`config.mk`:
```
export PLATFORM = sky130hd
export DESIGN_NAME = color_mask_bbox_flat
export DESIGN_NICKNAME = d
export VERILOG_FILES = /design/src/rtl/color_mask_bbox_pkg.sv /design/src/rtl/color_mask_bbox_if.sv /design/src/rtl/color_mask_bbox_pix_xy_cnt.sv /design/src/rtl/color_mask_bbox.sv /design/src/flat_wrapper.sv
export SDC_FILE = /design/constraint.sdc
export NUM_CORES = 1
export LEC_CHECK = 0
export ABC_AREA = 1
export BUFFER_PORTS_ARGS = -buffer_cell sky130_fd_sc_hd__buf_4
export CORE_ASPECT_RATIO = 0.7
export CORE_MARGIN = 10
export CORE_UTILIZATION = 45
export CTS_CLUSTER_SIZE = 12
export DETAILED_ROUTE_END_ITERATION = 10
export PLACE_DENSITY = 0.68
export SYNTH_ARGS = -nofsm -noshare
export SYNTH_HDL_FRONTEND = slang
export SYNTH_HIERARCHICAL = 1
export SYNTH_SLANG_ARGS = --single-unit
```
`constraint.sdc`:
```
create_clock -name sys_clk -period 2.6 [get_ports sys_clk]
set_input_delay 0.26 -clock sys_clk [delete_from_list [all_inputs] [get_ports sys_clk]]
set_output_delay 0.26 -clock sys_clk [all_outputs]
set_load 0.01 [all_outputs]
```
`src/rtl/color_mask_bbox_pkg.sv`:
```
// ============================================================================
// Module : color_mask_bbox_pkg
// Brief  : Shared defines for the colour-mask pipeline. The optional centroid
//          sums are enabled by defining macro COLOR_MASK_CENTROID_EN.
// Rev    : 1.0 - initial release
// ============================================================================
`default_nettype none

package color_mask_bbox_pkg;

    localparam int COLOR_WIDTH   = 8;
    localparam int c_DEF_IMG_W   = 640;
    localparam int c_DEF_IMG_H   = 480;
    localparam int c_DEF_MIN_PIX = 64;

    typedef enum logic [1:0] {
        IDLE = 2'd0,
        ACC  = 2'd1,
        DONE = 2'd2
    } bbox_state_t;

endpackage

`default_nettype wire

```
`src/rtl/color_mask_bbox_if.sv`:
```
// ============================================================================
// Module : color_mask_bbox_if
// Brief  : Mask pixel stream in, per-frame bounding-box result out.
// Rev    : 1.0 - initial release
// ============================================================================
`default_nettype none

interface color_mask_bbox_if
    import color_mask_bbox_pkg::*;
#(
    parameter int IMG_W = c_DEF_IMG_W,
    parameter int IMG_H = c_DEF_IMG_H
) ();

    localparam int X_W   = $clog2(IMG_W);
    localparam int Y_W   = $clog2(IMG_H);
    localparam int CNT_W = X_W + Y_W;

    logic                   i_valid;
    logic                   i_sof;
    logic                   i_wb;
    logic                   o_box_valid;
    logic [X_W-1:0]         o_x_min;
    logic [X_W-1:0]         o_x_max;
    logic [Y_W-1:0]         o_y_min;
    logic [Y_W-1:0]         o_y_max;
    logic [CNT_W-1:0]       o_cnt;
    logic                   o_found;
    logic [X_W+CNT_W-1:0]   o_x_sum;
    logic [Y_W+CNT_W-1:0]   o_y_sum;

    modport master (
        output i_valid, i_sof, i_wb,
        input  o_box_valid, o_x_min, o_x_max, o_y_min, o_y_max,
               o_cnt, o_found, o_x_sum, o_y_sum
    );

    modport slave (
        input  i_valid, i_sof, i_wb,
        output o_box_valid, o_x_min, o_x_max, o_y_min, o_y_max,
               o_cnt, o_found, o_x_sum, o_y_sum
    );

endinterface

`default_nettype wire

```
`src/rtl/color_mask_bbox_pix_xy_cnt.sv`:
```
// ============================================================================
// Module : pix_xy_cnt
// Brief  : Raster x/y position of the pixel currently on the stream.
// Rev    : 1.0 - initial release
// ============================================================================
`default_nettype none

module pix_xy_cnt
    import color_mask_bbox_pkg::*;
#(
    parameter int IMG_W = c_DEF_IMG_W,
    parameter int IMG_H = c_DEF_IMG_H
) (
    input  wire logic                     sys_clk,
    input  wire logic                     sys_rst,
    input  wire logic                     i_valid,
    input  wire logic                     i_sof,
    output logic [$clog2(IMG_W)-1:0]      x,
    output logic [$clog2(IMG_H)-1:0]      y,
    output logic                          last
);

    localparam int X_W = $clog2(IMG_W);
    localparam int Y_W = $clog2(IMG_H);
    localparam logic [X_W-1:0] c_X_LAST = X_W'(IMG_W - 1);
    localparam logic [Y_W-1:0] c_Y_LAST = Y_W'(IMG_H - 1);

    // r_x/r_y hold the position the next pixel will take; sof overrides it
    logic [X_W-1:0] r_x;
    logic [Y_W-1:0] r_y;

    assign x    = i_sof ? '0 : r_x;
    assign y    = i_sof ? '0 : r_y;
    assign last = i_valid && (x == c_X_LAST) && (y == c_Y_LAST);

    always_ff @(posedge sys_clk) begin
        if (sys_rst) begin
            r_x <= '0;
            r_y <= '0;
        end else if (i_valid) begin
            if (x == c_X_LAST) begin
                r_x <= '0;
                r_y <= (y == c_Y_LAST) ? '0 : y + Y_W'(1);
            end else begin
                r_x <= x + X_W'(1);
                r_y <= y;
            end
        end
    end

endmodule

`default_nettype wire

```
`src/rtl/color_mask_bbox.sv`:
```
// ============================================================================
// Module : color_mask_bbox
// Brief  : Per-frame bounding box, pixel count and (with macro
//          COLOR_MASK_CENTROID_EN) coordinate sums of a binary colour mask.
// Rev    : 1.0 - initial release
// ============================================================================
`default_nettype none

module color_mask_bbox
    import color_mask_bbox_pkg::*;
#(
    parameter int IMG_W   = c_DEF_IMG_W,
    parameter int IMG_H   = c_DEF_IMG_H,
    parameter int MIN_PIX = c_DEF_MIN_PIX
) (
    input  wire logic         sys_clk,
    input  wire logic         sys_rst,
    color_mask_bbox_if.slave  bus
);

    localparam int X_W   = $clog2(IMG_W);
    localparam int Y_W   = $clog2(IMG_H);
    localparam int CNT_W = X_W + Y_W;
    localparam int XS_W  = X_W + CNT_W;
    localparam int YS_W  = Y_W + CNT_W;
    localparam logic [31:0] c_MIN_PIX = 32'(MIN_PIX);

    bbox_state_t      r_state, w_state_n;
    logic [X_W-1:0]   w_x;
    logic [Y_W-1:0]   w_y;
    logic             w_last, w_pix, w_new, w_first, w_found;

    logic [X_W-1:0]   r_x_min, r_x_max, w_x_min_n, w_x_max_n;
    logic [Y_W-1:0]   r_y_min, r_y_max, w_y_min_n, w_y_max_n;
    // One spare bit: a full power-of-two frame holds 2**CNT_W pixels
    logic [CNT_W:0]   r_cnt, w_cnt_n, w_cnt_base;
    logic [CNT_W-1:0] w_cnt_sat;

    logic [X_W-1:0]   r_res_x_min, r_res_x_max;
    logic [Y_W-1:0]   r_res_y_min, r_res_y_max;
    logic [CNT_W-1:0] r_res_cnt;
    logic             r_res_found;

    pix_xy_cnt #(
        .IMG_W (IMG_W),
        .IMG_H (IMG_H)
    ) u_xy (
        .sys_clk (sys_clk),
        .sys_rst (sys_rst),
        .i_valid (bus.i_valid),
        .i_sof   (bus.i_sof),
        .x       (w_x),
        .y       (w_y),
        .last    (w_last)
    );

    assign w_new = bus.i_valid && bus.i_sof;
    assign w_pix = bus.i_valid && (bus.i_sof || (r_state == ACC));

    always_comb begin
        w_state_n = r_state;
        case (r_state)
            IDLE:    w_state_n = IDLE;
            ACC:     w_state_n = ACC;
            DONE:    w_state_n = IDLE;
            default: w_state_n = IDLE;
        endcase
        if (w_new)
            w_state_n = ACC;
        if (w_pix && w_last)
            w_state_n = DONE;
    end

    always_ff @(posedge sys_clk) begin
        if (sys_rst) r_state <= IDLE;
        else         r_state <= w_state_n;
    end

    // Start of frame folds pixel (0,0) into freshly cleared accumulators
    always_comb begin
        w_cnt_base = w_new ? '0 : r_cnt;
        w_x_min_n  = w_new ? '0 : r_x_min;
        w_x_max_n  = w_new ? '0 : r_x_max;
        w_y_min_n  = w_new ? '0 : r_y_min;
        w_y_max_n  = w_new ? '0 : r_y_max;
        w_first    = (w_cnt_base == '0);
        w_cnt_n    = w_cnt_base;
        if (w_pix && bus.i_wb) begin
            w_cnt_n = w_cnt_base + (CNT_W+1)'(1);
            if (w_first) begin
                w_x_min_n = w_x;
                w_x_max_n = w_x;
                w_y_min_n = w_y;
                w_y_max_n = w_y;
            end else begin
                if (w_x < w_x_min_n) w_x_min_n = w_x;
                if (w_x > w_x_max_n) w_x_max_n = w_x;
                if (w_y < w_y_min_n) w_y_min_n = w_y;
                if (w_y > w_y_max_n) w_y_max_n = w_y;
            end
        end
    end

    assign w_cnt_sat = w_cnt_n[CNT_W] ? '1 : w_cnt_n[CNT_W-1:0];
    assign w_found   = (32'(w_cnt_n) >= c_MIN_PIX);

    always_ff @(posedge sys_clk) begin
        if (sys_rst) begin
            r_cnt   <= '0;
            r_x_min <= '0;
            r_x_max <= '0;
            r_y_min <= '0;
            r_y_max <= '0;
        end else if (w_pix) begin
            r_cnt   <= w_cnt_n;
            r_x_min <= w_x_min_n;
            r_x_max <= w_x_max_n;
            r_y_min <= w_y_min_n;
            r_y_max <= w_y_max_n;
        end
    end

    // Results latch as the last pixel is taken so they are live during DONE
    always_ff @(posedge sys_clk) begin
        if (sys_rst) begin
            r_res_x_min <= '0;
            r_res_x_max <= '0;
            r_res_y_min <= '0;
            r_res_y_max <= '0;
            r_res_cnt   <= '0;
            r_res_found <= 1'b0;
        end else if (w_pix && w_last) begin
            r_res_x_min <= w_x_min_n;
            r_res_x_max <= w_x_max_n;
            r_res_y_min <= w_y_min_n;
            r_res_y_max <= w_y_max_n;
            r_res_cnt   <= w_cnt_sat;
            r_res_found <= w_found;
        end
    end

    assign bus.o_box_valid = (r_state == DONE);
    assign bus.o_x_min     = r_res_x_min;
    assign bus.o_x_max     = r_res_x_max;
    assign bus.o_y_min     = r_res_y_min;
    assign bus.o_y_max     = r_res_y_max;
    assign bus.o_cnt       = r_res_cnt;
    assign bus.o_found     = r_res_found;

`ifdef COLOR_MASK_CENTROID_EN
    logic [XS_W-1:0] r_x_sum, w_x_sum_n, r_res_x_sum;
    logic [YS_W-1:0] r_y_sum, w_y_sum_n, r_res_y_sum;

    always_comb begin
        w_x_sum_n = w_new ? '0 : r_x_sum;
        w_y_sum_n = w_new ? '0 : r_y_sum;
        if (w_pix && bus.i_wb) begin
            w_x_sum_n = w_x_sum_n + XS_W'(w_x);
            w_y_sum_n = w_y_sum_n + YS_W'(w_y);
        end
    end

    always_ff @(posedge sys_clk) begin
        if (sys_rst) begin
            r_x_sum     <= '0;
            r_y_sum     <= '0;
            r_res_x_sum <= '0;
            r_res_y_sum <= '0;
        end else begin
            if (w_pix) begin
                r_x_sum <= w_x_sum_n;
                r_y_sum <= w_y_sum_n;
            end
            if (w_pix && w_last) begin
                r_res_x_sum <= w_x_sum_n;
                r_res_y_sum <= w_y_sum_n;
            end
        end
    end

    assign bus.o_x_sum = r_res_x_sum;
    assign bus.o_y_sum = r_res_y_sum;
`else
    assign bus.o_x_sum = '0;
    assign bus.o_y_sum = '0;
`endif

endmodule

`default_nettype wire

```
`src/flat_wrapper.sv`:
```
// flat-port wrapper written by rule: the top's interface ports become plain ports
module color_mask_bbox_flat import color_mask_bbox_pkg::*;
#(
    parameter int IMG_W   = c_DEF_IMG_W,
    parameter int IMG_H   = c_DEF_IMG_H,
    parameter int MIN_PIX = c_DEF_MIN_PIX
)
  (sys_clk, sys_rst, bus_i_valid, bus_i_sof, bus_i_wb, bus_o_box_valid, bus_o_x_min, bus_o_x_max, bus_o_y_min, bus_o_y_max, bus_o_cnt, bus_o_found, bus_o_x_sum, bus_o_y_sum);
  color_mask_bbox_if #(.IMG_W(IMG_W), .IMG_H(IMG_H)) bus_i ();
  input  wire logic sys_clk;
  input  wire logic sys_rst;
  input wire logic [$bits(bus_i.i_valid)-1:0] bus_i_valid;
  input wire logic [$bits(bus_i.i_sof)-1:0] bus_i_sof;
  input wire logic [$bits(bus_i.i_wb)-1:0] bus_i_wb;
  output wire logic [$bits(bus_i.o_box_valid)-1:0] bus_o_box_valid;
  output wire logic [$bits(bus_i.o_x_min)-1:0] bus_o_x_min;
  output wire logic [$bits(bus_i.o_x_max)-1:0] bus_o_x_max;
  output wire logic [$bits(bus_i.o_y_min)-1:0] bus_o_y_min;
  output wire logic [$bits(bus_i.o_y_max)-1:0] bus_o_y_max;
  output wire logic [$bits(bus_i.o_cnt)-1:0] bus_o_cnt;
  output wire logic [$bits(bus_i.o_found)-1:0] bus_o_found;
  output wire logic [$bits(bus_i.o_x_sum)-1:0] bus_o_x_sum;
  output wire logic [$bits(bus_i.o_y_sum)-1:0] bus_o_y_sum;
  assign bus_i.i_valid = bus_i_valid;
  assign bus_i.i_sof = bus_i_sof;
  assign bus_i.i_wb = bus_i_wb;
  assign bus_o_box_valid = bus_i.o_box_valid;
  assign bus_o_x_min = bus_i.o_x_min;
  assign bus_o_x_max = bus_i.o_x_max;
  assign bus_o_y_min = bus_i.o_y_min;
  assign bus_o_y_max = bus_i.o_y_max;
  assign bus_o_cnt = bus_i.o_cnt;
  assign bus_o_found = bus_i.o_found;
  assign bus_o_x_sum = bus_i.o_x_sum;
  assign bus_o_y_sum = bus_i.o_y_sum;
  color_mask_bbox #(.IMG_W(IMG_W), .IMG_H(IMG_H), .MIN_PIX(MIN_PIX)) u_core (.sys_clk(sys_clk), .sys_rst(sys_rst), .bus(bus_i));
endmodule
```
==> qor.txt, run 1 <==
Post-synthesis instance area -> 7604 µm²
Peak supply drop -> 0.3579 mV
Max_slew headroom -> 54.68%
Min cycle time layout -> 2405 ps
DR WL/cell -> 15.06 µm
Clk slew on worst S/H paths -> 60 ps
Multiplexer share of the synthesized area -> 0%
Synth Area in XOR/XNOR -> 0.1152%
Syn Inst Count -> 1127
Setup ws final -> 194.8 ps
Die Height -> 128.8 µm
Design Area, Final -> 8885 µm²
First-pass DRT Iterations -> 5
Final net count -> 1250
Hold_buf cts -> 0
CP required -> 2970 ps
Worst setup startpoint -> u_core/u_xy/r_y[0]
Hold Crit Start -> bus_i_valid
Die area -> 22580 µm²
Initial core utilization -> 46.24%
N_diodes -> 0
Yosys reg bits -> 137
# clock sinks -> 137
Reg2reg start -> u_core/u_xy/r_y[0]
Max-slew violations -> 0
Hold Vio Cnt, Final -> 0
DP HPWL -> 15.98 mm
Via-to-Cell Ratio -> 5.008
PortBufs -> 63
Top cells by area, synth -> dfxtp_1, nand2_1, nand3_1
Simple-gate portion of the synthesized area -> 36.33%
Overflow left after global routing -> 0
Layout cells sized above 1 -> 14.36%
Crit-path leading delay family -> simple AND/OR/NAND/NOR gates
Pre-CTS setup slack -> 68.80 ps
WL final -> 21.75 mm
DRC Markers -> 0
Warnings from Yosys -> 6
Tcrit/Tclk final -> 92.51%
CP Class -> flip-flop to flip-flop
Via count of the first global-routing pass -> 6340
Max-cap violation count -> 0
CTS root buf -> clkbuf_16
Core ar. -> 16440 µm²
CP cell instances -> inv_1 > nor2_1 > ha_1 > nand3_2 > nor2_2 > nand2_2 > nor3_1 > nand2_1 > nor2_4 > clkinvlp_4 > buf_4 > o21bai_1 > nand2_1
Antenna Nets Post-Route -> 0
CTS Buffer Depth -> 2
WP buf/inv -> 3
Yosys top cell by area -> dfxtp_1
Yosys cell types -> 37
Fillcell total -> 1620
Hold_ws -> 259.3 ps
CP Max Fanout -> 12
Initial DRC count -> 756
Synth Area in Compound Gates -> 8.442%
Adder-Cell Fraction of Synth Area -> 6.253%
Chip width -> 175.4 µm
Largest family of logic cells by synthesized area -> simple AND/OR/NAND/NOR gates
Arrival @ worst endpoint -> 2780 ps
Initial antenna violation count -> 0
Core Rows -> 39
Leakage power -> 4.312 nW
CP peak stage delay -> 360 ps
Peak Freq -> 0.4158 GHz
Worst-Margin Slew -> 678.2 ps
Largest net degree at the start of global routing -> 56
Setup-failing EPs final -> 0
Num CTS Buffers -> 17
Area growth syn-to-layout -> 16.85%
Global-route wire length before repair -> 34.06 mm
Min-delay worst type -> input pin to flip-flop
Post-synthesis sequential area ratio -> 36.07%
Setup Skew -> 12.22 ps
Crit. End Element -> flip-flop
Crit path launch type -> flip-flop
Num ports -> 121
Crit-path most repeated cell -> nand2_1
# H-tree levels -> 4
Placed inst area -> 8274 µm²
CTS tree -> done
CP max stage cell -> dfxtp_1
Avg Cell Area, Syn -> 6.747 µm²
Status -> complete, no violations
Routed via count -> 7231
Clock latency on the worst-skew pair -> 430 ps
RePlAce Congestion -> 0.9564
Pwr dens -> 544.6 nW/µm²
GRT Util Overall -> 18.59%
Tot Pwr -> 0.004839 W
Post-synth top area share -> 36.07%
## layer usage
layer  wire, µm  track usage, %
met1      11290           28.71
met2       8283           23.99
met3       1983           5.552
met4        199           4.374
met5          0               0
## power by group
group | internal, W | switching (W) | total (W) | leakage (nW)
combinational | 0.000134 | 0.000322 | 0.000456 | 2.94
sequential | 0.00214 | 0.0000134 | 0.00215 | 1.11
clock | 0.00127 | 0.000957 | 0.00223 | 0.266
total | 0.00355 | 0.00129 | 0.00484 | 4.31
## final timing paths
path | endpoint | slack (ps) | cells past startpoint
worst min-delay path | u_core/u_xy/r_x[6] | 260 | 3
worst max register to register | u_core/bus.o_found | 190 | 13
worst max-delay path | u_core/bus.o_found | 190 | 13
worst min register to register | u_core/bus.o_y_max[6] | 450 | 2
## cell type report
type                    count  area, µm²  share of cell area (%)
clock inverters            12      91.34                   1.028
inverters                  91      347.8                   3.915
repair inverters            1      7.507                 0.08450
clock buffers              19      452.9                   5.098
repair buffers            101      824.5                   9.280
multi-input cells         858       4136                   46.56
flip-flops and latches    137       2743                   30.87
well taps                 225      281.5                   3.169
## cell families (layout without fill, tap and decap cells)
family                     Yosys count  count (layout)
and+or+nand+nor                    644             645
DFF                                137             137
AOI/OAI and AO/OA                  117             117
other                                1              57
adders and majority gates           38              38
xor gates and xnor gates             1               1
buffers and inverters              189             224
## registers in the layout, summed over array words and instances, names as in the netlist
signal,cells
u_core/bus.o_found,1
u_core/u_xy/r_x,10
u_core/r_y_max,9
u_core/bus.o_x_max,10
u_core/r_state,2
u_core/r_x_min,10
u_core/bus.o_cnt,19
u_core/r_y_min,9
u_core/bus.o_x_min,10
u_core/bus.o_y_max,9
u_core/u_xy/r_y,9
u_core/r_cnt,20
u_core/r_x_max,10
u_core/bus.o_y_min,9
## cell usage in the layout (no fill, tap or decap), types with 17 or more instances in the layout
cell,synthesis,routed
nand2_1,351,351
nand3_1,104,103
nand4_1,21,21
clkbuf_16,0,17
inv_1,85,84
buf_4,60,95
conb_1,1,57
ha_1,38,38
o21ai_1,25,25
a21oi_1,50,50
o21ai_0,20,20
nor2_1,126,123
dfxtp_1,137,137
## stage by stage
| stage | setup TNS (ps) | std cells | util (%) |
|---|---|---|---|
| floorplan | 0 | 1183 | - |
| global placement | 0 | 1408 | 50.32 |
| detailed placement | 0 | 1408 | 50.32 |
| CTS | 0 | 1439 | 53.63 |
| global route | -13.83 | 1444 | 54.03 |
| finish | 0 | 1444 | 54.03 |
## synth_stat cells
| master | n |
|---|---|
| buf_4 | 60 |
| inv_1 | 85 |
| a21oi_1 | 50 |
| a22o_1 | 1 |
| o22ai_1 | 1 |
| a211oi_1 | 4 |
| o21ai_1 | 25 |
| nor2_1 | 126 |
| o21bai_1 | 3 |
| a21oi_4 | 1 |
| nand4_1 | 21 |
| nand3b_1 | 4 |
| nand3_2 | 5 |
| o21a_1 | 1 |
| conb_1 | 1 |
| buf_2 | 7 |
| xor2_1 | 1 |
| o21ai_0 | 20 |
| buf_6 | 3 |
| nand3_1 | 104 |
| nor2_2 | 7 |
| clkinv_1 | 2 |
| inv_4 | 1 |
| buf_1 | 4 |
| clkbuf_1 | 24 |
| nand2_1 | 351 |
| nor3_1 | 7 |
| o211ai_1 | 3 |
| o31ai_1 | 2 |
| ha_1 | 38 |
| nand2_2 | 12 |
| a31oi_1 | 6 |
| nand4_4 | 1 |
| inv_2 | 3 |
| nor3_2 | 2 |
| dfxtp_1 | 137 |
| nor2_4 | 4 |
## worst register-to-register path: cells and delay by family, from the launching register on
| kind | cells | cell delay, ps |
|---|---|---|
| and+or+nand+nor | 8 | 1220 |
| buffers and inverters | 3 | 370 |
| AOI/OAI and AO/OA | 1 | 170 |
| DFF | 1 | 360 |
| adders and majority gates | 1 | 230 |
## timing repair
action | in CTS | in global routing
setup buffers | 0 | 3
resized for setup | 0 | 9
setup endpoints to repair | 0 | 51
(Power assumes the default switching activity.)
==> run 2, diff against run 1 <==
--- a/config.mk
+++ b/config.mk
@@ -9,10 +9,9 @@
 export BUFFER_PORTS_ARGS = -buffer_cell sky130_fd_sc_hd__buf_4
 export CORE_ASPECT_RATIO = 0.7
 export CORE_MARGIN = 10
-export CORE_UTILIZATION = 45
+export CORE_UTILIZATION = 25
 export CTS_CLUSTER_SIZE = 12
 export DETAILED_ROUTE_END_ITERATION = 10
-export PLACE_DENSITY = 0.68
 export SYNTH_ARGS = -nofsm -noshare
 export SYNTH_HDL_FRONTEND = slang
 export SYNTH_HIERARCHICAL = 1
==> run 2 against run 1 <==
  * Global-route usage fell by 6.8 points
  * Combinational power rose by 2%
  * Fmax rose by 3.1%
  * Largest cell class unchanged
  * Die area rose by 68%
  * Power rose by 11%
  * Critical endpoint is now u_core/bus.o_x_min[1]
==> qor.txt, run 2 (synthesis results as in run 1) <==
Hold path cells -> 2
CTS root buf -> clkbuf_16
Final net count -> 1267
Global-route wire length before repair -> 36.81 mm
Min-delay worst type -> input pin to flip-flop
Hold Vio Cnt, Final -> 0
Routed via count -> 7274
Clk slew on worst S/H paths -> 60 ps
Status -> complete, no violations
Crit. End Element -> flip-flop
DR WL/cell -> 13.93 µm
Max-slew violations -> 0
Worst setup startpoint -> u_core/u_xy/r_x[3]
Largest Register -> u_core/r_cnt
Initial antenna violation count -> 0
Overflow left after global routing -> 0
RePlAce Congestion -> 0.9023
Layout cells sized above 1 -> 15.28%
# clock sinks -> 137
Leading cell type in the layout, fill and taps excluded -> nand2_1
CP Max Fanout -> 10
Antenna Nets Post-Route -> 0
Crit path launch type -> flip-flop
# H-tree levels -> 4
Setup Skew -> 10.32 ps
Unrepaired setup endpoints after global routing -> false
Final core occ -> 31.19%
Pwr dens -> 574.3 nW/µm²
CP Class -> flip-flop to flip-flop
Hold Crit Start -> sys_rst
Reg2reg start -> u_core/u_xy/r_x[3]
PortBufs -> 63
GRT Util Overall -> 11.83%
RR Endpoint -> u_core/bus.o_x_min[1]
DP HPWL -> 17.54 mm
Peak Freq -> 0.4287 GHz
FF-to-FF setup slack -> 270 ps
CTS Buffer Depth -> 2
Setup-failing EPs final -> 0
Peak supply drop -> 0.3653 mV
Die Height -> 165.9 µm
Via count of the first global-routing pass -> 6779
Core ar. -> 29970 µm²
Worst-Margin Slew -> 740.3 ps
DRC Markers -> 0
Max_slew headroom -> 50.65%
Max-cap violation count -> 0
CTS tree -> done
Core Rows -> 53
Die area -> 37900 µm²
Min cycle time layout -> 2333 ps
Leakage power -> 4.455 nW
WHS Endpoint -> u_core/r_x_min[3]
Chip width -> 228.4 µm
Arrival @ worst endpoint -> 2650 ps
Area growth syn-to-layout -> 22.97%
Initial DRC count -> 584
Initial core utilization -> 25.37%
Clock latency on the worst-skew pair -> 420 ps
Largest net degree at the start of global routing -> 64
Num CTS Buffers -> 17
Via-to-Cell Ratio -> 4.411
R2R cell count -> 13
Num ports -> 121
WL final -> 22.96 mm
Commonest cells after routing, fill and taps aside -> nand2_1, dfxtp_1, nor2_1
Max reg flops -> 20
N_diodes -> 0
First-pass DRT Iterations -> 5
CP required -> 2920 ps
Tcrit/Tclk final -> 89.72%
Final TNS setup -> 0 ps
[run 2: layer usage]
layer / vias to the layer above / part of all wire (%) / GRT usage, % / wire length, µm
met5: - / 0 / 0 / 0
met2: 216 / 42 / 17.69 / 9751
met1: 3331 / 50 / 16.71 / 11400
li1: 3714 / - / - / -
met3: 13 / 6.8 / 2.680 / 1566
met4: 0 / 1.1 / 3.035 / 243
[run 2: cell type report]
class | instances | area [µm²]
Fill cell | 3247 | 20620
Multi-Input combinational cell | 857 | 4113
Timing Repair Buffer | 120 | 963.4
Clock buffer | 22 | 484.2
Clock inverter | 10 | 187.7
Sequential cell | 137 | 2743
Tap cell | 412 | 515.5
Inverter | 91 | 344.1
[run 2: per-stage QoR]
| step | cell area (µm²) | instances | worst slack [ps] | total power, W | hold slack [ps] |
|---|---|---|---|---|---|
| 6_report | 9350 | 1649 | 267.3 | 0.005369 | 222.6 |
| 5_1_grt | 9350 | 1649 | 24.65 | 0.005582 | 230.7 |
| 4_1_cts | 9345 | 1649 | 267.6 | 0.005417 | 214.3 |
| 3_5_place_dp | 8673 | 1617 | 22.83 | 0.002659 | 444.3 |
| 3_3_place_gp | 8673 | 1617 | 49.38 | 0.002654 | 441.8 |
| 2_1_floorplan | 7814 | 1183 | 56.96 | 0.002593 | 445.3 |
[run 2: worst max path at each step]
stage,end,slack [ps]
after floorplan,u_core/bus.o_x_max[0],60
after global placement,u_core/bus.o_x_min[1],50
after detailed placement,u_core/bus.o_x_min[1],20
after CTS,u_core/r_x_max[7],270
after global routing,u_core/bus.o_x_max[6],20
final,u_core/bus.o_x_min[1],270
[run 2: what timing repair did]
| item | 4_1_cts | 5_1_grt |
|---|---|---|
| setup endpoints to repair | 0 | 14 |
| setup buffers | 0 | 0 |
| gates resized for setup | 0 | 2 |
| hold buffers | 0 | 0 |
| hold endpoints to repair | 0 | 0 |
[run 2: critical path, stage by stage, from the launching register on]
cell and delay (ps):
dfxtp_1 400, inv_1 110, nor2_1 230, buf_4 200
ha_1 160, nand2_1 70, nor3_1 200, o21ai_0 130
o211ai_1 120, nand2_1 150, nand2_2 220, nand2_1 80
nand2_1 110, o21ai_1 60
[run 2: power by group]
group	total, W	switching [W]	internal (W)
sequential	0.00215	0.0000141	0.00214
combinational	0.000467	0.000324	0.000143
clock	0.00275	0.000939	0.00181
